[config.mk]
export PLATFORM = sky130hd
export DESIGN_NAME = change_dispenser
export DESIGN_NICKNAME = d
export VERILOG_FILES = /design/src/rtl/change_dispenser.sv
export SDC_FILE = /design/constraint.sdc
export NUM_CORES = 1
export LEC_CHECK = 0
export ABC_AREA = 1
export BUFFER_PORTS_ARGS = -buffer_cell sky130_fd_sc_hd__buf_2
export CAP_MARGIN = 40
export CORE_MARGIN = 8
export CORE_UTILIZATION = 40
export DETAILED_ROUTE_END_ITERATION = 8
export PLACE_DENSITY = 0.65
export SLEW_MARGIN = 20
export SYNTH_ARGS = -nofsm -noshare
export SYNTH_HDL_FRONTEND = slang
export SYNTH_SLANG_ARGS = --single-unit
export TNS_END_PERCENT = 1
[constraint.sdc]
create_clock -name clk -period 2.62 [get_ports clk]
set_input_delay 0.393 -clock clk [delete_from_list [all_inputs] [get_ports clk]]
set_output_delay 0.393 -clock clk [all_outputs]
set_load 0.005 [all_outputs]
[src/rtl/change_dispenser.sv]
// Greedy coin payout controller: quarter, then dime, then nickel, one hopper handshake per coin.
// Each coin costs SELECT plus at least one REQUEST cycle; an unanswered request aborts after TIMEOUT cycles.
module change_dispenser #(
    parameter int unsigned TIMEOUT = 15
) (
    input  logic       clk,
    input  logic       reset,
    input  logic       start,
    input  logic [7:0] amount,
    input  logic       q_empty,
    input  logic       d_empty,
    input  logic       n_empty,
    input  logic       coin_ack,
    output logic       coin_req,
    output logic [1:0] coin_sel,
    output logic [7:0] remaining,
    output logic       busy,
    output logic       done,
    output logic       short,
    output logic [1:0] status
);

    typedef enum logic [1:0] {
        IDLE     = 2'b00,
        SELECT   = 2'b01,
        REQUEST  = 2'b10,
        COMPLETE = 2'b11
    } state_t;

    localparam logic [1:0] SEL_NONE    = 2'b00;
    localparam logic [1:0] SEL_NICKEL  = 2'b01;
    localparam logic [1:0] SEL_DIME    = 2'b10;
    localparam logic [1:0] SEL_QUARTER = 2'b11;
    localparam logic [3:0] WAIT_LAST   = 4'(TIMEOUT - 1);

    state_t     state_q, state_d;
    logic [7:0] rem_q, rem_d;
    logic [1:0] sel_q, sel_d;
    logic [3:0] wait_q, wait_d;
    logic [7:0] coin_val;

    always_comb begin
        case (sel_q)
            SEL_QUARTER: coin_val = 8'd25;
            SEL_DIME:    coin_val = 8'd10;
            SEL_NICKEL:  coin_val = 8'd5;
            default:     coin_val = 8'd0;
        endcase
    end

    always_ff @(posedge clk) begin
        if (reset) begin
            state_q <= IDLE;
            rem_q   <= 8'd0;
            sel_q   <= SEL_NONE;
            wait_q  <= 4'd0;
        end else begin
            state_q <= state_d;
            rem_q   <= rem_d;
            sel_q   <= sel_d;
            wait_q  <= wait_d;
        end
    end

    always_comb begin
        state_d = state_q;
        rem_d   = rem_q;
        sel_d   = sel_q;
        wait_d  = wait_q;
        case (state_q)
            IDLE: begin
                if (start) begin
                    rem_d   = amount;
                    state_d = SELECT;
                end
            end
            SELECT: begin
                // Value checks guarantee the later subtraction cannot underflow.
                if (rem_q >= 8'd25 && !q_empty) begin
                    sel_d = SEL_QUARTER;
                end else if (rem_q >= 8'd10 && !d_empty) begin
                    sel_d = SEL_DIME;
                end else if (rem_q >= 8'd5 && !n_empty) begin
                    sel_d = SEL_NICKEL;
                end else begin
                    sel_d = SEL_NONE;
                end
                wait_d  = 4'd0;
                state_d = (sel_d == SEL_NONE) ? COMPLETE : REQUEST;
            end
            REQUEST: begin
                // An ack in the final wait cycle still counts the coin.
                if (coin_ack) begin
                    rem_d   = rem_q - coin_val;
                    state_d = SELECT;
                end else if (wait_q == WAIT_LAST) begin
                    state_d = COMPLETE;
                end else begin
                    wait_d = wait_q + 4'd1;
                end
            end
            COMPLETE: begin
                state_d = IDLE;
            end
            default: begin
                state_d = IDLE;
            end
        endcase
    end

    assign coin_req  = (state_q == REQUEST);
    assign coin_sel  = (state_q == REQUEST) ? sel_q : SEL_NONE;
    assign remaining = rem_q;
    assign busy      = (state_q != IDLE);
    assign done      = (state_q == COMPLETE);
    assign short     = (state_q == COMPLETE) && (rem_q != 8'd0);
    assign status    = state_q;

endmodule

-- Word level (Yosys, flattened, before mapping)
Index checks and enable logic that the tools add are counted.
- register bits: 16
- input port bits: 15
- output and inout bits: 16
- word-level logic and storage cells: 54
- add/subtract/negate cells: 2
- order comparisons: 3
- equality and inequality tests: 12
- mux-type cells: 17
- reductions and logical operators: 16
- operators by type and width (operator ; number):
    8-bit 2-to-1 mux ; 2
    8-bit case mux with 2 select lines ; 1
    5-bit case mux with 3 select lines ; 1
    2-bit 2-to-1 mux ; 7
    2-bit equality test (second input constant) ; 4
    8-bit by 3-bit >= comparator with 1-bit output (second input constant) ; 1
    8-bit by 4-bit >= comparator with 1-bit output (second input constant) ; 1
    8-bit by 5-bit >= comparator with 1-bit output (second input constant) ; 1
    4-bit 2-to-1 mux ; 2
    2-bit inequality test (second input constant) ; 4
    2-bit case mux with 4 select lines ; 1
    4-bit case mux with 2 select lines ; 1
    8-bit nonzero test ; 1
    8-bit subtractor ; 1
    3-bit AND reduction ; 2
    2-bit nonzero test ; 3
    4-bit by 1-bit adder with 4-bit output (second input constant) ; 1
    2-bit by 1-bit equality test with 1-bit output (second input constant) ; 2
    4-bit equality test (second input constant) ; 1
    1-bit logical AND ; 4
    2-bit zero test ; 2
    1-bit zero test ; 3
    3-bit by 2-bit inequality test with 1-bit output (second input constant) ; 1
    1-bit 2-to-1 mux ; 2
    2-bit AND reduction ; 1

-- Logic depth before layout (Yosys ltp)
Gate-level depths: netlist (run 1).
- depth in word-level cells: 9
- gate-level depth with buffers: 13
- gate-level depth less buffers: 13

-- Least setup slack after synthesis (run 1)
OpenSTA, ideal clock, no wires.
- kind: register to register
- from: register sel_q[0]
- to: register rem_q[4] (netlist: remaining[4])
- library setup time: 70 ps
- arrival: 1510 ps
- required time: 2550 ps
- path slack: 1040 ps
- stages on the path, launching flop included: 9
- path buffers: 1
- clock period less this slack: 1580 ps
- path through: dfxtp_1 clkbuf_1 ha_1 inv_1 fa_1 a21oi_1 xor2_1 nand2_1 a21oi_1
- word-level cells in the longest chain between the ends: 5
- elaborated cells between the ends (all ways): 7
- classes of those cells: 1 x add/sub; 3 x eq/ne; 3 x mux
- ends and longest elaborated chain (element ; line ; RTL):
    start: declaration ; 38 ; logic [1:0] sel_q, sel_d;
    start signal: assignment ; 60 ; sel_q <= sel_d;
    2-bit by 1-bit equality test with 1-bit output or 2-bit equality test (tied branches) ; 43 ; case (sel_q)
    5-bit case mux with 3 select lines * ; 43 ;
    8-bit subtractor * ; 94 ; rem_d = rem_q - coin_val;
    8-bit 2-to-1 mux * ; 93 ; if (coin_ack) begin
    8-bit case mux with 2 select lines * ; 70 ; case (state_q)
    end signal: assignment ; 59 ; rem_q <= rem_d;
    end: declaration ; 37 ; logic [7:0] rem_q, rem_d;
Every way passes the cells marked *; elsewhere a longest branch is shown, timed or not. The select of a mux whose other input is x is not followed.
A chain may end at the register's enable or synchronous reset.

-- Worst setup path in the final report (run 1)
- from: register state_q[1] (netlist: status[1])
- to: output coin_sel[1]
- word-level cells in the longest chain between the ends: 2
- ends and longest elaborated chain (element ; line ; RTL):
    start: declaration ; 36 ; state_t state_q, state_d;
    start signal: assignment ; 58 ; state_q <= state_d;
    2-bit equality test ; 112 ; assign coin_sel = (state_q == REQUEST) ? sel_q : SEL_NONE;
    2-bit 2-to-1 mux ; 112 ;
    end: declaration ; 15 ; output logic [1:0] coin_sel,
Every way passes these cells.

==> summary.md, run 1 <==
Counting along the longest clock path gives a buffer depth of 2. The tools report the die area as 4960 sq um. The fill cell total of the finished layout is 309, and the proportion of synthesized chip area in sequential cells is 27.0%.

The clock latency reported for the late side of the worst-skew pair was 0.28 ns. Yosys mapped a number of flops with a built-in enable equal to 0. Sequential cell fraction of total power: 35.8%. On the final layout, the worst clock skew is 0.00403 ns. The repair_antennas step left the layout with diodes totalling 0.

Entering global routing, the biggest net connects 13 pins. Post-CTS repair changed the size of 0 cells. The worst hold path begins at reset. Static timing analysis puts the maximum clock frequency at 0.527 GHz. After detailed placement, the total cell area comes to 1360 sq um. Among all cell types in the netlist, the one instantiated most often is sky130_fd_sc_hd__nand2_1. The internal power of the cells totals 0.511 mW. The logs give 16 for the total number of clock tree sinks and 0 for the residual overflow from global routing. The launching point of the worst reg2reg path is sel_q[0].

The floorplan step set the die width to 70.5 um. The clock period minus final worst setup slack came out at 1.90 ns. Sorting the synthesized cells by area gives the leading types as sky130_fd_sc_hd__dfxtp_1 (27%), sky130_fd_sc_hd__nand2_1 (13%), sky130_fd_sc_hd__inv_1 (7.6%). The final layout contains routed wiring with a total length of 3260 um.

The post-detailed-placement half-perimeter wirelength is 2670 um, and the share of async-settable or async-resettable flops after synthesis is 0%. The worst setup path is captured at a primary output. The number of buffers and inverters on the critical path is 3, and the hold-critical path depth is 2. The layout overhead on the synthesized area is 16.2%. The part of the total power dissipated in combinational logic is 50.5%. The number of port buffers came out at 30.

For this design the static power due to leakage is 0.705 nW. For this run, the number of Yosys warnings is 0. CTS placed an instance of sky130_fd_sc_hd__clkbuf_4 at the clock tree root. In this run the power spent charging and discharging nets is 0.411 mW. Family of cells with the greatest summed delay on the critical path: flip-flops. The floorplan has 19 rows.

For the violation count after the first detailed-route iteration, the log shows 61. For the number of global-route vias before repair, the log shows 1291. The initial antenna violation count was 0. The number of DRC violations after detailed routing is 0, and the final cell area excluding filler cells is 1380 sq um. Average routed wire per standard cell: 13.4 um. The run gives 13.5% as the overall routing resource usage. The worst-case vdd ir drop is 0.405 mV, and the count of unique library cells instantiated by Yosys is 30. Dividing total power by cell area gives a power density of 668 nW/um^2.

The flow ran to the end, and the final reports show no timing, DRC or antenna violations. TritonCTS built the clock tree. The largest single stage delay on the critical path is 0.48 ns. The actual transition at the worst max-transition pin was 0.349 ns; the final RePlAce weighted congestion was 0.911. The worst-case headroom to the max-slew limit is 76.7%, and the fraction of post-synthesis cell area in the top cell type by area is 27.0%. For this design, the slowest cell found on the critical path is sky130_fd_sc_hd__dfxtp_1. The clock-pin transition on the worst setup and hold timing paths works out to 0.09 ns. sky130_fd_sc_hd__dfxtp_1 takes more of the synthesized area than any other cell. The via count normalized by instance count works out to 5.17. The floorplan step set the die height to 70.5 um. The endpoint identified for the worst register-to-register timing path is remaining[4].

Setup repair after global routing left no endpoint under its margin. The total area inside the core boundary comes to 2780 sq um. For the global-route wire length before repair, the log shows 5640 um. The dominant synthesized flop cell was sky130_fd_sc_hd__dfxtp_1. The remaining antenna violation count after routing came out at 0.

The type of the tightest min-delay check was primary input to flop. The mean instance size in the synthesized netlist is 6.52 sq um, and the number of top-level pins is 31. The total count of hold-check failures in the final report was 0; the final number of max-transition violations was 0. Ranked by instance count, the synthesized netlist is headed by sky130_fd_sc_hd__nand2_1 (42), sky130_fd_sc_hd__inv_1 (24), sky130_fd_sc_hd__nor2_1 (23). For the worst setup path, the data required time is 2.23 ns.

The critical path is of the flop to primary output type. In the final layout, the share of cells above drive strength 1 is 19.8%. The logs give 0 for the hold buffer count at cts and 42.6% for the starting density of the core. Adding up every negative setup slack in the final design gives 0 ns.

The logs give 13.7% for the portion of total power attributed to the clock network and 0.88 ns for the setup slack of the worst register-to-register path. The flip-flop and latch count after synthesis is 16, and the cell area after synthesis is 1190 sq um. The top fanout value on the critical path was 12; the net count after synthesis was 205.

The kind of start point of the critical path was a flop. The number of clock buffers added by TritonCTS is 3. In the final layout, flip-flops and latches occupy 320 sq um. Final net count: 237.

The signal on the critical path passes through inv_2 > nor2_4 > inv_4 > nor2_1 > buf_2. In the final layout, the multi-input gates occupy 743 sq um. Net switching is 44.6% of the power. The data arrival time at the worst-slack endpoint was 1.51 ns. For the minimum setup slack after placement, the log shows 0.884 ns.

The first-pass detailed-route iteration total is 4, and the total of endpoints with negative setup slack in the final report is 0. The tool flagged a number of max-cap violations equal to 0. The tools report the worst hold endpoint as wait_q[1]. For the number of levels in the clock H-tree, the log shows 1. The worst path uses 72.5% of the clock period. Hold slack: 0.356 ns.

The routed layout has 1257 vias. The number of cells on the worst reg-to-reg path came out at 7. Post-CTS timing repair inserted 0 buffers for setup. Synthesis produced 182 cells. The run gives 0.721 ns as the worst setup slack after layout.
## layout by cell type, fill, tap and decap left out, types with 3 or more instances in the layout
cell type                  netlist  final
sky130_fd_sc_hd__a21oi_1        13     13
sky130_fd_sc_hd__a31oi_1         3      3
sky130_fd_sc_hd__buf_2           0     30
sky130_fd_sc_hd__clkbuf_4        0      3
sky130_fd_sc_hd__dfxtp_1        16     16
sky130_fd_sc_hd__ha_1            7      7
sky130_fd_sc_hd__inv_1          24     24
sky130_fd_sc_hd__nand2_1        42     42
sky130_fd_sc_hd__nand3_1        17     17
sky130_fd_sc_hd__nand4_1         3      3
sky130_fd_sc_hd__nor2_1         23     23
sky130_fd_sc_hd__o21ai_0         8      8
sky130_fd_sc_hd__xor2_1          3      3
## logic make-up (layout without fill, tap and decap cells)
logic type                 after synthesis  count (layout)  share of synthesized area, %
AOI/OAI and AO/OA                       30              30                          14.3
xor gates and xnor gates                 3               3                          2.22
adders and majority gates                8               8                          9.07
buffers and inverters                   30              60                          10.3
DFF                                     16              16                          27.0
and+or+nand+nor                         95              95                          37.0
## routing by layer
layer / wire (um) / global-route usage (%) / part of all wire [%] / vias up
met3: 206 / 3.67 / 6.3 / 4
met4: 35 / 5.13 / 1.1 / 0
li1: - / - / - / 645
met2: 1730 / 25.6 / 53 / 33
met1: 1290 / 13.5 / 40 / 575
met5: 0 / 0 / 0 / -
## flip-flops by register name, indices dropped and copies added (netlist names)
register / flops
status: 2
remaining: 8
wait_q: 4
sel_q: 2
## worst max-delay path by stage
| stage | depth (start not counted) | to | slack (ns) | from |
|---|---|---|---|---|
| floorplan | 8 | remaining[4] | 1.04 | sel_q[0] |
| global placement | 7 | remaining[4] | 0.93 | sel_q[0] |
| detailed placement | 7 | remaining[4] | 0.88 | sel_q[0] |
| CTS | 5 | coin_sel[1] | 0.71 | status[1] |
| global route | 5 | coin_sel[1] | 0.59 | status[1] |
| finish | 5 | coin_sel[1] | 0.72 | status[1] |
## final cells by class
type | instances | area share (%)
Inverter | 27 | 7.53
Multi-Input combinational cell | 136 | 53.9
Timing Repair Buffer | 30 | 10.9
Clock buffer | 3 | 1.63
Sequential cell | 16 | 23.2
Tap cell | 31 | 2.81
## power by group through the flow
stage	Combinational (mW)	Sequential [mW]	Clock, mW
after global routing	0.536	0.337	0.146
after global placement	0.456	0.334	0
final	0.465	0.330	0.126
after detailed placement	0.466	0.336	0
after CTS	0.469	0.330	0.132
after floorplan	0.341	0.324	0
## through the flow
stage | total power, mW | utilization, % | instances
6_report | 0.922 | 49.6 | 243
5_1_grt | 1.02 | 49.6 | 243
4_1_cts | 0.932 | 49.6 | 243
3_5_place_dp | 0.802 | 48.8 | 240
3_3_place_gp | 0.790 | 48.8 | 240
2_1_floorplan | 0.665 | - | 182
(Power assumes the default switching activity.)
==> run 2, diff against run 1 <==
--- a/config.mk
+++ b/config.mk
@@ -5,13 +5,13 @@
 export SDC_FILE = /design/constraint.sdc
 export NUM_CORES = 1
 export LEC_CHECK = 0
-export ABC_AREA = 1
+export ABC_AREA = 0
 export BUFFER_PORTS_ARGS = -buffer_cell sky130_fd_sc_hd__buf_2
 export CAP_MARGIN = 40
 export CORE_MARGIN = 8
 export CORE_UTILIZATION = 40
 export DETAILED_ROUTE_END_ITERATION = 8
-export PLACE_DENSITY = 0.65
+export PLACE_DENSITY = 0.66
 export SLEW_MARGIN = 20
 export SYNTH_ARGS = -nofsm -noshare
 export SYNTH_HDL_FRONTEND = slang
==> constraint.sdc (replaced) <==
create_clock -name clk -period 1.9 [get_ports clk]
set_input_delay 0.285 -clock clk [delete_from_list [all_inputs] [get_ports clk]]
set_output_delay 0.285 -clock clk [all_outputs]
set_load 0.005 [all_outputs]
==> run 2 against run 1 <==
Effect of this change:
- first-iteration DRC count down 49%
- critical path type is now flop to flop
- sequential power up 32%
- register-to-register slack worse by 0.84 ns
- worst hold slack worse by 0.11 ns
- largest cell class unchanged
- die area down 2.9%
- routed wire length down 8.5%
- clock skew down 0.0031 ns
- count of clock-buffer cells in the layout up 1
- via count down 11%
- non-clock buffer count up 7
- clock power up 82%
==> summary.md, run 2 <==
The critical path is of the flop to flop type. Based on the critical path, the design can be clocked at up to 0.538 GHz. Setup repair after global routing could not meet its margin everywhere. The register with the most flip-flops in the layout has 8 of them. At the end of routability-driven placement, the weighted congestion stood at 0.819. Walking the worst path, the cells encountered are ha_4 > inv_2 > fa_2 > a211oi_2 > nor2_2 > nor4b_2 > nor3_1 > a2111oi_2. The first detailed-routing pass took 4 iterations. The number of flops mapped to enable cells by yosys works out to 0. Worst-case vdd ir drop: 0.479 mV. The worst setup path is captured at a flop.

The path class of the tightest hold or removal check is primary input to flop. Counting instances in the post-synthesis netlist gives the leading cell types as sky130_fd_sc_hd__nor2_1 (20), sky130_fd_sc_hd__dfxtp_1 (16), sky130_fd_sc_hd__nand2_1 (13). The analysis attributes to cell leakage a power of 0.623 nW. The final number of max-transition violations was 0. The number of buffers between clock root and the deepest sink was 2; the post-detailed-placement half-perimeter wirelength was 2340 um. The number of top-level pins is 31, and the pin count of the biggest net entering global routing is 18. The final route contains 1117 vias.

Counting distinct cell types in the post-synthesis netlist gives 41. After the first detailed-routing iteration, the DRC count stood at 31. The top cell type by area accounts for 28.0% of the synthesized area.

Ranked by total cell area, the synthesized netlist is headed by sky130_fd_sc_hd__dfxtp_1 (28%), sky130_fd_sc_hd__ha_1 (7.7%), sky130_fd_sc_hd__nor2_1 (6.6%). The wire length reported by the detailed router was 2980 um; the via count normalized by instance count was 5.40. The top fanout value on the critical path came out at 5.

Dividing total power by cell area gives a power density of 841 nW/um^2. The starting density of the core was 41.8%; the row count was 19. For this run the aggregate overflow at the end of global routing stands at 0.

The die is 69.4 um tall. Of the synthesized area, sequential elements account for 28.0%. The run gives 0 as the total count of hold-check failures in the final report. The cell area after synthesis is 1140 sq um. The routed design could run at a clock period as short as 1.86 ns. The cell sitting at the root of the clock tree is a sky130_fd_sc_hd__clkbuf_4.

Adding up every negative setup slack in the final design gives 0 ns. The cell type with the highest aggregate area in the netlist was sky130_fd_sc_hd__dfxtp_1. After clock tree synthesis, the setup repair step added 0 buffers. The number of diodes added for antenna fixing is 0, and the total number of clock tree sinks is 16. Setup violations remaining at the end of the flow were counted as 0. On the final layout, the worst hold slack is 0.241 ns.

The final net count came out at 200. Fill cell total of the finished layout: 273. The die covers 4820 sq um. The area of placed instances was 1350 sq um; the minimum setup slack after placement was -0.0624 ns.

The tools report the placeable core region as 2730 sq um. The library cells used most frequently in the layout, excluding fill and tap cells, are sky130_fd_sc_hd__buf_2 (30), sky130_fd_sc_hd__nor2_1 (19), sky130_fd_sc_hd__nand2_1 (13), sky130_fd_sc_hd__dfxtp_1 (13), sky130_fd_sc_hd__nor3_1 (10). In this run, placement finished with an instance count of 203.

In this run the remaining antenna-violating nets after routing total 0. The dominant synthesized flop cell is sky130_fd_sc_hd__dfxtp_1. STA classifies the critical path startpoint as a flop. Across all setup checks in the final design, the least slack found is 0.0421 ns. The average routed wire per standard cell was 14.4 um. The maximum clock skew at final layout is 0.000929 ns, and the width of the die is 69.4 um. After routing the design area is 1430 sq um. In this run, CTS created clock tree buffers numbering 3. The net count after synthesis is 165, and the number of port buffers is 30.

In the finished design, the share of the clock period the worst path needs comes to 97.8%. Counting flops and latches in the post-synthesis netlist gives 16. At the worst endpoint, the arrival time is 2.05 ns. From synthesis to final layout, the design area changed by 25.3%. Global routing consumed, over all layers together, 11.9% of the routing resources. The initial antenna violation count came out at 0. The flow ran to the end, and the final reports show no timing, DRC or antenna violations.

The number of standard cells after synthesis was 142. Among all cell types in the netlist, the one instantiated most often is sky130_fd_sc_hd__nor2_1. In this run the mean area of a mapped cell was 8.04 sq um. Yosys printed 0 warnings. In the routed design, unresolved DRC markers number 0. The first global-routing pass estimated 5050 um of wire. Max-cap violations in this run came to 0. Required time at the endpoint of the critical path: 2.10 ns. TritonCTS built the clock tree.

The number of levels in the clock H-tree is 1, and the count of non-filler cells in the finished layout is 207. Delay contributed by the slowest stage of the critical path: 0.39 ns. For the worst-skew pair, the clock arrives at the later sink with an insertion delay of 0.29 ns. Counting flops with an async set or reset pin after synthesis yields a share of 0%.

The most common library cell in the layout ignoring fill and taps was sky130_fd_sc_hd__buf_2. Number of global-route vias before repair: 1145. The tools report the worst-case headroom to the max-slew limit as 71.6%. For the pin with the worst max-slew slack, the measured transition is 0.425 ns. Of the cells placed in the final design, the portion with a size suffix greater than 1 is 36.9%. Clock-pin transition on the worst setup and hold timing paths: 0.10 ns. The worst-path cell with the longest stage delay is sky130_fd_sc_hd__dfxtp_4.
==> run 2: cell types whose count changed in the layout (fill, tap and decap cells not counted), moves of 3 or more <==
cell	change
sky130_fd_sc_hd__buf_4	+7
sky130_fd_sc_hd__a21oi_1	-9
sky130_fd_sc_hd__nand2_1	-29
sky130_fd_sc_hd__dfxtp_1	-3
sky130_fd_sc_hd__nor2_1	-4
sky130_fd_sc_hd__a211oi_1	+3
sky130_fd_sc_hd__nand3_1	-17
sky130_fd_sc_hd__inv_1	-17
sky130_fd_sc_hd__nor3_1	+9
==> run 2: worst paths after layout <==
path,slack [ns],start,cells after the start,to
max,0.04,sel_q[0],8,remaining[6]
min,0.24,amount[6],3,remaining[6]
max reg2reg,0.04,sel_q[0],8,remaining[6]
min reg2reg,0.55,sel_q[1],2,sel_q[1]
==> run 2: layer usage <==
layer / routed length (um) / track usage (%) / vias up
met5: 0 / 0 / -
met2: 1310 / 19.1 / 27
li1: - / - / 577
met1: 1470 / 14.8 / 509
met4: 29 / 3.42 / 0
met3: 178 / 3.86 / 4
==> run 2: layout make-up <==
cell class                 count  area, sq um  area share, %
clock buffer                   4         36.3           2.53
inverter                      10         37.5           2.62
tap                           31         38.8           2.71
timing repair buffer          37          203           14.2
multi-input combinational    109          790           55.2
sequential                    16          327           22.8
==> run 2: metrics by stage <==
step	power, mW	utilization [%]
after floorplan	0.786	-
after global placement	0.925	49.5
after detailed placement	0.941	49.5
after CTS	1.18	50.9
after global routing	1.29	52.4
final	1.20	52.4
==> run 2: kinds of logic (layout without fill, tap and decap cells) <==
kind of cell,after synthesis,after routing,share of synthesized area [%]
flops,16,16,28.0
fa+ha+maj,8,8,9.42
simple gates,61,61,28.2
buf+inv,17,51,7.01
compound gates,34,34,22.3
xor+xnor,3,3,2.30
mux,3,3,2.74
==> run 2: power breakdown <==
part,internal [mW],switching [mW],leakage (nW),total (mW)
clock network,0.117,0.112,0.0210,0.229
logic,0.253,0.288,0.469,0.540
registers,0.378,0.0574,0.133,0.435
==> run 2: worst max-delay path: cells and delay by family (launching register included) <==
family / cells / cell delay, ns
adders and majority gates: 2 / 0.49
DFF: 1 / 0.39
and+or+nand+nor: 3 / 0.45
AOI/OAI and AO/OA: 2 / 0.41
buffers and inverters: 1 / 0.04
==> run 2: repair_timing <==
action                                  CTS  global route
endpoints found under the setup margin    3             4
hold buffers                              0             0
pin swaps                                 2             8
gates cloned                              0             0
resized for setup                         1            11
